--- src/rtl/bpsk_pkg.sv ---
`default_nettype none
// ============================================================================
// Module      : bpsk_pkg
// Description : Shared definitions for the coherent BPSK demodulator:
//               FSM state encoding, default datapath sizing and the
//               bit-error-rate counter width.
// Revision    : 1.0 - initial release
// ============================================================================
package bpsk_pkg;

    // Default sample width and samples per symbol
    localparam int DEF_WIDTH = 12;
    localparam int DEF_SPS   = 16;

    // Width of the BER bit/error counters
    localparam int BER_CNT_W = 16;

    // Demodulator FSM: waiting for a symbol start, or integrating a symbol
    typedef enum logic [0:0] {
        IDLE  = 1'b0,
        ACCUM = 1'b1
    } state_t;

endpackage
`default_nettype wire

--- src/rtl/bpsk_correlator.sv ---
`default_nettype none
// ============================================================================
// Module      : bpsk_correlator
// Description : Signed sample x carrier multiply followed by a sign-extended
//               integrate-and-dump accumulator.
//   clk        in   clock, rising edge
//   rst_n      in   asynchronous reset, active-low
//   i_signal   in   received sample (signed, WIDTH)
//   i_carrier  in   carrier reference (signed, WIDTH)
//   i_load     in   acc <= product (first sample of a symbol)
//   i_add      in   acc <= acc + product
//   i_clear    in   acc <= 0 (dump); highest priority
//   o_sum_ge0  out  (acc + product) >= 0, i.e. the decision on the
//                   integral including the sample presented this cycle
// Revision    : 1.0 - initial release
// ============================================================================
module bpsk_correlator #(
    parameter int WIDTH     = 12,
    parameter int ACC_WIDTH = 28
) (
    input  logic                    clk,
    input  logic                    rst_n,
    input  logic signed [WIDTH-1:0] i_signal,
    input  logic signed [WIDTH-1:0] i_carrier,
    input  logic                    i_load,
    input  logic                    i_add,
    input  logic                    i_clear,
    output logic                    o_sum_ge0
);

    logic signed [2*WIDTH-1:0]   w_prod;
    logic signed [ACC_WIDTH-1:0] w_prod_ext;
    logic signed [ACC_WIDTH-1:0] w_sum;
    logic signed [ACC_WIDTH-1:0] r_acc;

    // Both operands are widened (sign-extending) to the full product width
    // so the multiply itself is carried out at 2*WIDTH bits.
    assign w_prod     = (2*WIDTH)'(i_signal) * (2*WIDTH)'(i_carrier);
    assign w_prod_ext = {{(ACC_WIDTH-2*WIDTH){w_prod[2*WIDTH-1]}}, w_prod};
    assign w_sum      = r_acc + w_prod_ext;

    // A tie at zero decides '1', so only the sign bit matters.
    assign o_sum_ge0  = ~w_sum[ACC_WIDTH-1];

    always_ff @(posedge clk or negedge rst_n) begin
        if (!rst_n) begin
            r_acc <= '0;
        end else if (i_clear) begin
            r_acc <= '0;
        end else if (i_load) begin
            r_acc <= w_prod_ext;
        end else if (i_add) begin
            r_acc <= w_sum;
        end
    end

endmodule
`default_nettype wire

--- src/rtl/bpsk_demod.sv ---
`default_nettype none
// ============================================================================
// Module      : bpsk_demod
// Description : Coherent BPSK demodulator. Multiplies each received sample by
//               the local carrier, integrates over SPS samples and decides the
//               bit from the sign of the integral, with a 1-cycle bit_valid.
//   sychronizer    in   clock, rising edge
//   reset_n        in   asynchronous reset, active-low
//   signal_in      in   received sample (signed, WIDTH)
//   carrier_in     in   carrier reference from the DDS (signed, WIDTH)
//   sample_valid   in   inputs valid this cycle
//   symbol_start   in   (with sample_valid) first sample of a symbol
//   recovered_bit  out  decided bit, held until the next dump
//   bit_valid      out  1-cycle strobe, recovered_bit is new
//   sample_cnt     out  index of the next sample within the symbol
// Optional (macro BPSK_DEMOD_BER_EN):
//   expected_bit   in   reference bit, sampled at the dump edge
//   bit_count      out  saturating count of decided bits
//   err_count      out  saturating count of bits != expected_bit
// Revision    : 1.0 - initial release
// ============================================================================
module bpsk_demod
    import bpsk_pkg::*;
#(
    parameter int WIDTH = DEF_WIDTH,
    parameter int SPS   = DEF_SPS
) (
    input  logic                    sychronizer,
    input  logic                    reset_n,
    input  logic signed [WIDTH-1:0] signal_in,
    input  logic signed [WIDTH-1:0] carrier_in,
    input  logic                    sample_valid,
    input  logic                    symbol_start,
    output logic                    recovered_bit,
    output logic                    bit_valid,
    output logic [$clog2(SPS)-1:0]  sample_cnt
`ifdef BPSK_DEMOD_BER_EN
    ,
    input  logic                    expected_bit,
    output logic [BER_CNT_W-1:0]    bit_count,
    output logic [BER_CNT_W-1:0]    err_count
`endif
);

    localparam int ACC_WIDTH = 2*WIDTH + $clog2(SPS);
    localparam int CNT_W     = $clog2(SPS);
    localparam logic [CNT_W-1:0] c_last_idx = CNT_W'(SPS - 1);

    state_t           r_state;
    logic [CNT_W-1:0] r_cnt;
    logic             r_bit;
    logic             r_bit_valid;

    logic w_start;
    logic w_add;
    logic w_dump;
    logic w_decision;

    // A qualified symbol_start always (re)loads, in any state, so a start on
    // the SPS-th sample overrides the dump.
    assign w_start = sample_valid & symbol_start;
    assign w_add   = sample_valid & ~symbol_start & (r_state == ACCUM);
    assign w_dump  = w_add & (r_cnt == c_last_idx);

    bpsk_correlator #(
        .WIDTH     (WIDTH),
        .ACC_WIDTH (ACC_WIDTH)
    ) u_correlator (
        .clk       (sychronizer),
        .rst_n     (reset_n),
        .i_signal  (signal_in),
        .i_carrier (carrier_in),
        .i_load    (w_start),
        .i_add     (w_add),
        .i_clear   (w_dump),
        .o_sum_ge0 (w_decision)
    );

    always_ff @(posedge sychronizer or negedge reset_n) begin
        if (!reset_n) begin
            r_state     <= IDLE;
            r_cnt       <= '0;
            r_bit       <= 1'b0;
            r_bit_valid <= 1'b0;
        end else begin
            r_bit_valid <= 1'b0;
            if (w_start) begin
                r_state <= ACCUM;
                r_cnt   <= CNT_W'(1);
            end else if (w_dump) begin
                r_state     <= IDLE;
                r_cnt       <= '0;
                r_bit       <= w_decision;
                r_bit_valid <= 1'b1;
            end else if (w_add) begin
                r_cnt <= r_cnt + CNT_W'(1);
            end
        end
    end

    assign recovered_bit = r_bit;
    assign bit_valid     = r_bit_valid;
    assign sample_cnt    = r_cnt;

`ifdef BPSK_DEMOD_BER_EN
    logic [BER_CNT_W-1:0] r_bit_count;
    logic [BER_CNT_W-1:0] r_err_count;

    always_ff @(posedge sychronizer or negedge reset_n) begin
        if (!reset_n) begin
            r_bit_count <= '0;
            r_err_count <= '0;
        end else if (w_dump) begin
            if (r_bit_count != '1) begin
                r_bit_count <= r_bit_count + BER_CNT_W'(1);
            end
            if ((w_decision != expected_bit) && (r_err_count != '1)) begin
                r_err_count <= r_err_count + BER_CNT_W'(1);
            end
        end
    end

    assign bit_count = r_bit_count;
    assign err_count = r_err_count;
`endif

endmodule
`default_nettype wire

--- config.mk ---
export PLATFORM = sky130hd
export DESIGN_NAME = bpsk_demod
export DESIGN_NICKNAME = d
export VERILOG_FILES = /design/src/rtl/bpsk_pkg.sv /design/src/rtl/bpsk_correlator.sv /design/src/rtl/bpsk_demod.sv
export SDC_FILE = /design/constraint.sdc
export NUM_CORES = 1
export LEC_CHECK = 0
export ABC_AREA = 0
export BUFFER_PORTS_ARGS = -buffer_cell sky130_fd_sc_hd__buf_2
export CAP_MARGIN = 5
export CORE_ASPECT_RATIO = 1.5
export CORE_MARGIN = 10
export CORE_UTILIZATION = 59
export DETAILED_ROUTE_END_ITERATION = 10
export HOLD_SLACK_MARGIN = 0.06
export PLACE_DENSITY = 0.8
export SLEW_MARGIN = 15
export SYNTH_ARGS = -nofsm -noshare
export SYNTH_HDL_FRONTEND = slang
export SYNTH_SLANG_ARGS = --single-unit
--- constraint.sdc ---
create_clock -name sychronizer -period 2.45 [get_ports sychronizer]
set_input_delay 0.245 -clock sychronizer [delete_from_list [all_inputs] [get_ports sychronizer]]
set_output_delay 0.245 -clock sychronizer [all_outputs]
set_load 0.05 [all_outputs]
Yosys cells after proc, flatten, opt, wreduce, memory -nomap -nowiden
Cells that the tools add are included.

Bitwise logic cells: 7. Multipliers: 1. Equality and inequality tests: 1. Reductions and logical operators: 3. Muxes and demuxes: 10. Add/sub/neg operators: 2.

Operator list (number): $mux 28 (3); $add 28x24->28 (1); $mul 12x12->24 (1); $mux 4 (3); $add 4x1->4 const B (1); $and 1x1->1 (4); $eq 4x4->1 const B (1); $mux 1 (4); $not 1->1 (3); $reduce_bool 3->1 (1); $reduce_and 2->1 (1); $reduce_bool 2->1 (1).

Register bits after elaboration: 35. Bits of input ports: 28. Word-level logic and storage cells: 29. Output and inout bits: 6.

Depth between registers and ports, before layout
Gate-level depths: netlist of run 1.

Word-level depth: 6. Mapped depth: 31. Depth with buffers taken out: 30.

By module
A second synthesis of run 1 with hierarchy kept.

Cells, all modules: 972. Area, all modules: 8375.5 µm².

By module, submodules not included: bpsk_correlator (sequential area each 700.7 µm², cells each 939, area each 8015.2 µm², instances 1); bpsk_demod (sequential area each 175.2 µm², cells each 33, area each 360.3 µm², instances 1).

Worst setup path before layout of run 1
OpenSTA, ideal clock, no wires.

Path kind: input port to flip-flop. Start: in carrier_in[3]. End: reg u_correlator.r_acc[27]. Buffers on the path: 1. Data arrival time: 6.758 ns. Setup time: 0.129 ns. Slack: -4.437 ns. Stages on the path: 28. Data required time: 2.321 ns. Path through: clkbuf_1 nand2_1 fa_1 fa_1 fa_1 inv_1 fa_1 inv_1 fa_1 inv_1 ha_1 o21a_1 o21a_1 a21oi_1 a21oi_1 o21a_1 nor2_1 xnor2_1 ha_1 a21o_1 o21a_1 a311oi_1 a311o_1 a21boi_2 o41a_4 and3_1 o21ai_0 nand3_1.

Word-level cells in the longest chain between the ends: 5.

Ends and longest elaborated chain: from (decl) (line bpsk_demod.sv:31) `input logic signed [WIDTH-1:0] carrier_in,`; $mul 12x12->24 * (line bpsk_correlator.sv:38) `assign w_prod = (2*WIDTH)'(i_signal) * (2*WIDTH)'(i_carrier);`; $add 28x24->28 (line bpsk_correlator.sv:40) `assign w_sum = r_acc + w_prod_ext;`; $mux 28 (line bpsk_correlator.sv:52) `end else if (i_add) begin`; $mux 28 * (line bpsk_correlator.sv:50) `end else if (i_load) begin`; $mux 28 * (line bpsk_correlator.sv:48) `end else if (i_clear) begin`; to (signal assigned) (line bpsk_correlator.sv:51) `r_acc <= w_prod_ext;`; to (signal assigned) (line bpsk_correlator.sv:53) `r_acc <= w_sum;`; to (decl) (line bpsk_correlator.sv:34) `logic signed [ACC_WIDTH-1:0] r_acc;`.

Mark *: on every way between the ends. The rest lies on a longest branch, timed or not. The select of a mux whose other input is x is not followed. A chain may end at the register's enable or synchronous reset.

Final worst setup path of run 1
Start: in signal_in[11]. End: reg u_correlator.r_acc[27].

Word-level cells in the longest chain between the ends: 5.

Ends and longest elaborated chain: from (decl) (line bpsk_demod.sv:30) `input logic signed [WIDTH-1:0] signal_in,`; $mul 12x12->24 * (line bpsk_correlator.sv:38); $add 28x24->28 (line bpsk_correlator.sv:40); $mux 28 (line bpsk_correlator.sv:52); $mux 28 * (line bpsk_correlator.sv:50); $mux 28 * (line bpsk_correlator.sv:48).

Marks and branches as above.

==> results of run 1 <==
worst paths after layout:
path,endpoint,cells after the start
worst max-delay path,u_correlator.r_acc[27],30
worst min-delay path,u_correlator.r_acc[10],1
worst max register to register,u_correlator.r_acc[16],12
worst min register to register,sample_cnt[3],1
max in group asynchronous,bit_valid,1
min in group sychronizer,sample_cnt[1],2
registers in the layout (all words and copies together), names as in the netlist:
name                cells
u_correlator.r_acc     28
sample_cnt              4
bit_valid               1
r_state                 1
recovered_bit           1
layer usage:
metal  vias to the layer above  routed length [um]  track usage, %
li1                       3496                   -               -
met1                      4239               10800            30.5
met2                       758               17600            55.5
met3                       331                2860            4.84
met4                         0                3990            22.8
met5                         -                   0               0
cells in the mapped netlist (4+ instances only):
| master | number | area, um^2 |
|---|---|---|
| nand3_1 | 7 | 35.0 |
| ha_1 | 79 | 988 |
| nor2_1 | 46 | 173 |
| and2_1 | 42 | 263 |
| xnor2_1 | 32 | 280 |
| xor2_1 | 12 | 105 |
| inv_1 | 173 | 649 |
| a221o_1 | 6 | 60.1 |
| o21a_1 | 15 | 113 |
| a21o_1 | 19 | 143 |
| and3_1 | 10 | 62.6 |
| clkbuf_1 | 35 | 131 |
| or3_1 | 5 | 31.3 |
| nor3_1 | 7 | 35.0 |
| dfrtp_1 | 35 | 876 |
| o211ai_1 | 7 | 52.6 |
| nand2b_1 | 8 | 50.1 |
| fa_1 | 139 | 2780 |
| a21oi_1 | 40 | 200 |
| o21ai_1 | 4 | 20.0 |
| o21ai_0 | 42 | 210 |
| nand2_1 | 135 | 507 |
area by class of cell:
type | count | area share [%]
flip-flops and latches | 35 | 7.18
clock buffers | 8 | 1.28
inverters | 174 | 5.38
well taps | 165 | 1.69
multi-input cells | 710 | 65.4
repair buffers | 256 | 19.0
worst max-delay path, delay by kind of cell:
kind / cells / cell delay, ps
fa+ha+maj: 7 / 3030
buf+inv: 6 / 520
xor+xnor: 1 / 270
compound gates: 11 / 2320
simple gates: 5 / 770
per-stage QoR:
stage,cells,instance area [um^2],worst slack [ps]
4_1_cts,1333,11600,-4040
5_1_grt,1348,12200,-4730
6_report,1348,12200,-4490
3_3_place_gp,1285,10300,-4340
3_5_place_dp,1285,10300,-4530
2_1_floorplan,956,8970,-4000
what timing repair did:
action | CTS | global route
pin swaps | 96 | 93
setup endpoints to repair | 27 | 27
setup buffers | 45 | 20
resized for setup | 199 | 113
gates cloned | 1 | 1
cells by family after synthesis:
family / after synthesis / synth area share (%)
AOI/OAI and AO/OA: 170 / 14.1
xor gates and xnor gates: 45 / 4.83
adders and majority gates: 218 / 45.3
buffers and inverters: 211 / 9.53
DFF: 35 / 10.5
muxes: 3 / 0.361
and+or+nand+nor: 274 / 15.3
==> metrics.md, run 1 <==
| Metric | Value |
|---|---|
| Skew-Pair Late Insertion Delay | 310 ps |
| Die area | 19400 um^2 |
| Post-synthesis sequential element count | 35 |
| TritonCTS Buffers | 5 |
| Total setup violations reported at the end of the flow | 26 |
| Mapped Avg Cell Area | 8.70 um^2 |
| TritonCTS clock tree | yes |
| Count of H-tree levels built during CTS | 2 |
| Final wirelength | between 30 and 40 mm |
| Setup tns final | -84520 ps |
| Warnings, synthesis | 0 |
| Die outline width | between 100 and 150 um |
| Effective utilization at floorplan | around three fifths |
| Routed WL per cell | ~26 um |
| CP Max Fanout | 6 |
| Total routing usage reported by global routing | 30.6% |
| Initial antenna violation count | 0 |
| Relative slew margins | 42.3% |
| Number of violations reported at the end of detailed-routing iteration 0 | 960 |
| Arrival time at the worst endpoint | between 7000 and 8000 ps |
| Final antenna diode count | 0 |
| Cell mode on critical path | fa_1 |
| Setup slack of the critical path after layout | -4490 ps |
| Via count of the first global-routing pass | slightly above 9000 |
| Proportion of synthesized chip area in sequential cells | a little over a tenth |
| Overflow left after global routing | 0 |
| Syn Nets | roughly 1200 |
| Highest-count cells in the layout ignoring fill and taps | 190 x buf_4, 137 x inv_1, 128 x fa_1 |
| Maximum number of pins on one net before global-route repair | 36 |
| Status | complete, but fails checks |
| HPWL after DPL | 18.7 mm |
| Slowest stage cell on the critical path | fa_1 |
| Most common cell after layout, fill and taps aside | buf_4 |
| # fillers | 548 |
| Max-capacitance violation count | 0 |
| Core box area | between 10000 and 15000 um^2 |
| Port buffer count | 33 |
| Post-route core utilization | 87.5% |
| Clock root buffer | clkbuf_16 |
| Synthesized instance count | ~960 |
| Netlist area before placement | 8320 um^2 |
| Final-layout worst hold slack | 41.0 ps |
| Post-CTS clock slew at the launch and capture registers of the worst setup and hold paths | about 60 ps |
| Type of the worst min-delay path | input port to async pin |
| Kind of critical path | input port to flop |
| Failing checks | negative setup slack |
| Critical path data required time | approximately 2700 ps |
| Max clock buf depth | 2 |
| Critical Path End Type | flop |
| RR Startpoint | u_correlator.r_acc[0] |
| Setup repair after global routing missed its margin | yes |
| # rows | 53 |
| Critical path launch point type | input port |
| Sink count of the clock tree | 35 |
| Last weighted congestion value of the routability-driven placer | roughly 0.92 |
| Highest attainable clock frequency | around 140 MHz |
| Number of primary I/O pins | 34 |
| First-pass DRT Iterations | 5 |
| Largest stage delay on the critical path | ~570 ps |
| Layout overhead on the synthesized area | 46.5% |
| Hold buffer count at cts | 0 |
| DR vias | between 8000 and 9000 |
| Number of enable flip-flop cells after synthesis | 0 |
| Reg-to-reg slack, setup | -590 ps |
| Number of vias per cell | between 6 and 7 |
| Wire length of the first global-routing pass | approximately 46 mm |
| Share of the cycle needed by the critical path after routing | 283% |
| Pins over their slew limit | 0 |
| Remaining number of nets flagged by the antenna check after routing | 0 |
| Final layout net count | between 1000 and 1500 |
| Worst Max-Slew Pin Slew | just under 900 ps |
| Number of hold violations in the final report | 0 |
| Minimum clock period after layout | approximately 7000 ps |
| Post-synth ARST share | 100% |
| Top flip-flop cell by instance count after synthesis | dfrtp_1 |
| Sequential standard cell area | about 880 um^2 |
| Count of distinct cell types in the synthesized netlist | 63 |
| Height of the die | about 170 um |
| Skew final | between 9 and 10 ps |
| Launch point of the critical path | signal_in[11] |
| Residual DRC count | 0 |
| Fraction of layout cells with a size suffix above 1 | ~42% |
| Multi-input combinational cell area | between 7000 and 8000 um^2 |
Power of run 1 is left out: the tool's default activity adds up to more than one toggle a clock period on the data nets, which glitch-free logic cannot reach.
==> inputs of run 2 (changes only) <==
--- a/config.mk
+++ b/config.mk
@@ -6,14 +6,15 @@
 export NUM_CORES = 1
 export LEC_CHECK = 0
 export ABC_AREA = 0
+export ABC_CLOCK_PERIOD_IN_PS = 7770
 export BUFFER_PORTS_ARGS = -buffer_cell sky130_fd_sc_hd__buf_2
 export CAP_MARGIN = 5
 export CORE_ASPECT_RATIO = 1.5
 export CORE_MARGIN = 10
-export CORE_UTILIZATION = 59
+export CORE_UTILIZATION = 60
 export DETAILED_ROUTE_END_ITERATION = 10
 export HOLD_SLACK_MARGIN = 0.06
-export PLACE_DENSITY = 0.8
+export PLACE_DENSITY = 0.78
 export SLEW_MARGIN = 15
 export SYNTH_ARGS = -nofsm -noshare
 export SYNTH_HDL_FRONTEND = slang
==> constraint.sdc (replaced) <==
create_clock -name sychronizer -period 7.77 [get_ports sychronizer]
set_input_delay 0.777 -clock sychronizer [delete_from_list [all_inputs] [get_ports sychronizer]]
set_output_delay 0.777 -clock sychronizer [all_outputs]
set_load 0.05 [all_outputs]
==> run 2 against run 1 <==
Against the previous run: the run now ends clean; worst hold slack gained 440 ps; critical path depth is the same; worst setup slack gained 4800 ps; routed wire length shrank 49%; clock skew shrank 4.9 ps; critical path type unchanged; final cell count shrank 16%; count of clock-buffer cells in the layout shrank 1; critical endpoint unchanged; sequential share of layout area grew 2.7 points; global-route usage shrank 10 points; non-clock buffer count shrank 211.
==> metrics.md, run 2 (synthesis gave the netlist of run 1 again) <==
| Metric | Value |
|---|---|
| Status | finished, final reports clean |
| Minimum clock period after layout | roughly 7400 ps |
| Crit. path cell count | 30 (unchanged) |
| Effective utilization at floorplan | 61.5% (+1.7 points) |
| TritonCTS Buffers | 5 (unchanged) |
| Highest attainable clock frequency | roughly 130 MHz |
| Post-route cell area | 8870 um^2 (-27%) |
| Wire length of the first global-routing pass | 32.3 mm (-30%) |
| Fraction of layout cells with a size suffix above 1 | 7.61% (-35 points) |
| Remaining number of nets flagged by the antenna check after routing | 0 (unchanged) |
| Cell mode on critical path | inv_1 |
| Hold buffer count at cts | 0 (unchanged) |
| Share of the cycle needed by the critical path after routing | around 95% |
| Setup tns final | 0 ps (+84520 ps) |
| Final layout net count | 1217 (-15%) |
| RR Startpoint | u_correlator.r_acc[0] |
| Largest stage delay on the critical path | 550 ps (-20 ps) |
| Number of primary I/O pins | 34 (unchanged) |
| Core box area | 13500 um^2 (-2.8%) |
| Total setup violations reported at the end of the flow | 0 (-100%) |
| Arrival time at the worst endpoint | 7580 ps (+390 ps) |
| Crit path max-delay family | adder cells |
| Height of the die | 164 um (-0.74%) |
| Logic depth of the worst register-to-register path | 11 (-1) |
| Layout overhead on the synthesized area | 6.56% |
| Critical path data required time | 7930 ps (+5240 ps) |
| Via count of the first global-routing pass | 6967 (-24%) |
| Final wirelength | 18.1 mm (-49%) |
| Worst Setup EP | u_correlator.r_acc[27] |
| Post-CTS clock slew at the launch and capture registers of the worst setup and hold paths | 50 ps (about the same) |
| Initial antenna violation count | 0 (unchanged) |
| CP Max Fanout | 12 (+6) |
| Routed WL per cell | 15.9 um (-39%) |
| TritonCTS clock tree | yes |
| Relative slew margins | 45.7% (+3.3 points) |
| Final antenna diode count | 0 (unchanged) |
| First-pass DRT Iterations | 4 (-1) |
| Residual DRC count | 0 (unchanged) |
| Die outline width | 116 um (-0.69%) |
| DR vias | 6424 (-27%) |
| Launch point of the critical path | signal_in[4] |
| Flip-flop count of the largest register after layout | 28 (unchanged) |
| Slowest stage cell on the critical path | fa_1 |
| Type of the worst min-delay path | flop to flop |
| Launch point of the worst hold path | u_correlator.r_acc[10] |
| Skew-Pair Late Insertion Delay | 280 ps (-30 ps) |
| Clock root buffer | clkbuf_16 |
| Max-capacitance violation count | 0 (unchanged) |
| Highest-count cells in the layout ignoring fill and taps | 173 x inv_1, 139 x fa_1, 134 x nand2_1 |
| Last weighted congestion value of the routability-driven placer | 0.898 (-2.7%) |
| Critical Path End Type | flop |
| Number of vias per cell | 5.66 (-13%) |
| Max clock buf depth | 2 (unchanged) |
| Maximum number of pins on one net before global-route repair | 36 (unchanged) |
| Die area | 19100 um^2 (-1.4%) |
| Most common cell after layout, fill and taps aside | inv_1 |
| HPWL after DPL | 15.3 mm (-18%) |
| Number of violations reported at the end of detailed-routing iteration 0 | 255 (-73%) |
| Placement Cell Area | 8630 um^2 (-16%) |
| Register bank with the most flops | u_correlator.r_acc |
| Final-layout worst hold slack | 484 ps (+443 ps) |
| Critical path launch point type | input port |
| CP bufs+invs | 6 (unchanged) |
| Overflow left after global routing | 0 (unchanged) |
| Sink count of the clock tree | 35 (unchanged) |
| Kind of critical path | input port to flop |
| Pins over their slew limit | 0 (unchanged) |
| Skew final | 4.40 ps (-4.86 ps) |
| # rows | 52 (-1.9%) |
| Total routing usage reported by global routing | 20.6% (-10 points) |
| Port buffer count | 33 (unchanged) |
| Reg2Reg Capture Point | u_correlator.r_acc[24] |
| Worst Max-Slew Pin Slew | 815 ps (-50.0 ps) |
| Count of H-tree levels built during CTS | 2 (unchanged) |
| Reg-to-reg slack, setup | 4820 ps (+5410 ps) |
| Post-route core utilization | 65.5% (-22 points) |
| Number of hold violations in the final report | 0 (unchanged) |
==> run 2: layer usage <==
layer | vias to the layer above | GRT usage (%) | share of wire, %
li1 | 3075 | - | -
met1 | 3201 | 24.1 | 40
met2 | 112 | 38.5 | 55
met3 | 36 | 2.08 | 2.6
met4 | 0 | 5.82 | 2.5
met5 | - | 0 | 0
==> run 2: final cells by class <==
type / count / area [um^2]
clock buffer: 7 / 133
clock inverter: 1 / 5.00
fill: 1124 / 4670
inverter: 174 / 653
multi-input combinational: 710 / 6730
sequential: 35 / 876
tap: 162 / 203
timing repair buffer: 45 / 270
==> run 2: tightest hold or removal path: cells and delay by family (launching register included) <==
kind	cells	cell delay [ps]
DFF	1	350
and+or+nand+nor	2	100
==> run 2: what timing repair did <==
action                     in CTS  in global routing
setup endpoints to repair       0                  4
resized for setup               0                 19
buffers inserted                0                  1
hold endpoints to repair        0                  0
==> run 2: worst min-delay path by stage <==
| stage | slack (ps) | endpoint | depth (start not counted) |
|---|---|---|---|
| 6_report | 480 | u_correlator.r_acc[10] | 2 |
| 5_1_grt | 510 | u_correlator.r_acc[10] | 2 |
| 4_1_cts | 480 | u_correlator.r_acc[10] | 2 |
| 3_5_place_dp | 470 | u_correlator.r_acc[10] | 2 |
| 3_3_place_gp | 460 | u_correlator.r_acc[10] | 2 |
| 2_1_floorplan | 450 | u_correlator.r_acc[10] | 2 |
==> run 2: stage by stage <==
stage	std cells	worst slack [ps]
global placement	1125	158
floorplan	956	351
finish	1134	351
global route	1134	-49.5
detailed placement	1125	47.8
CTS	1133	317
Power of run 2 is left out for the same reason.
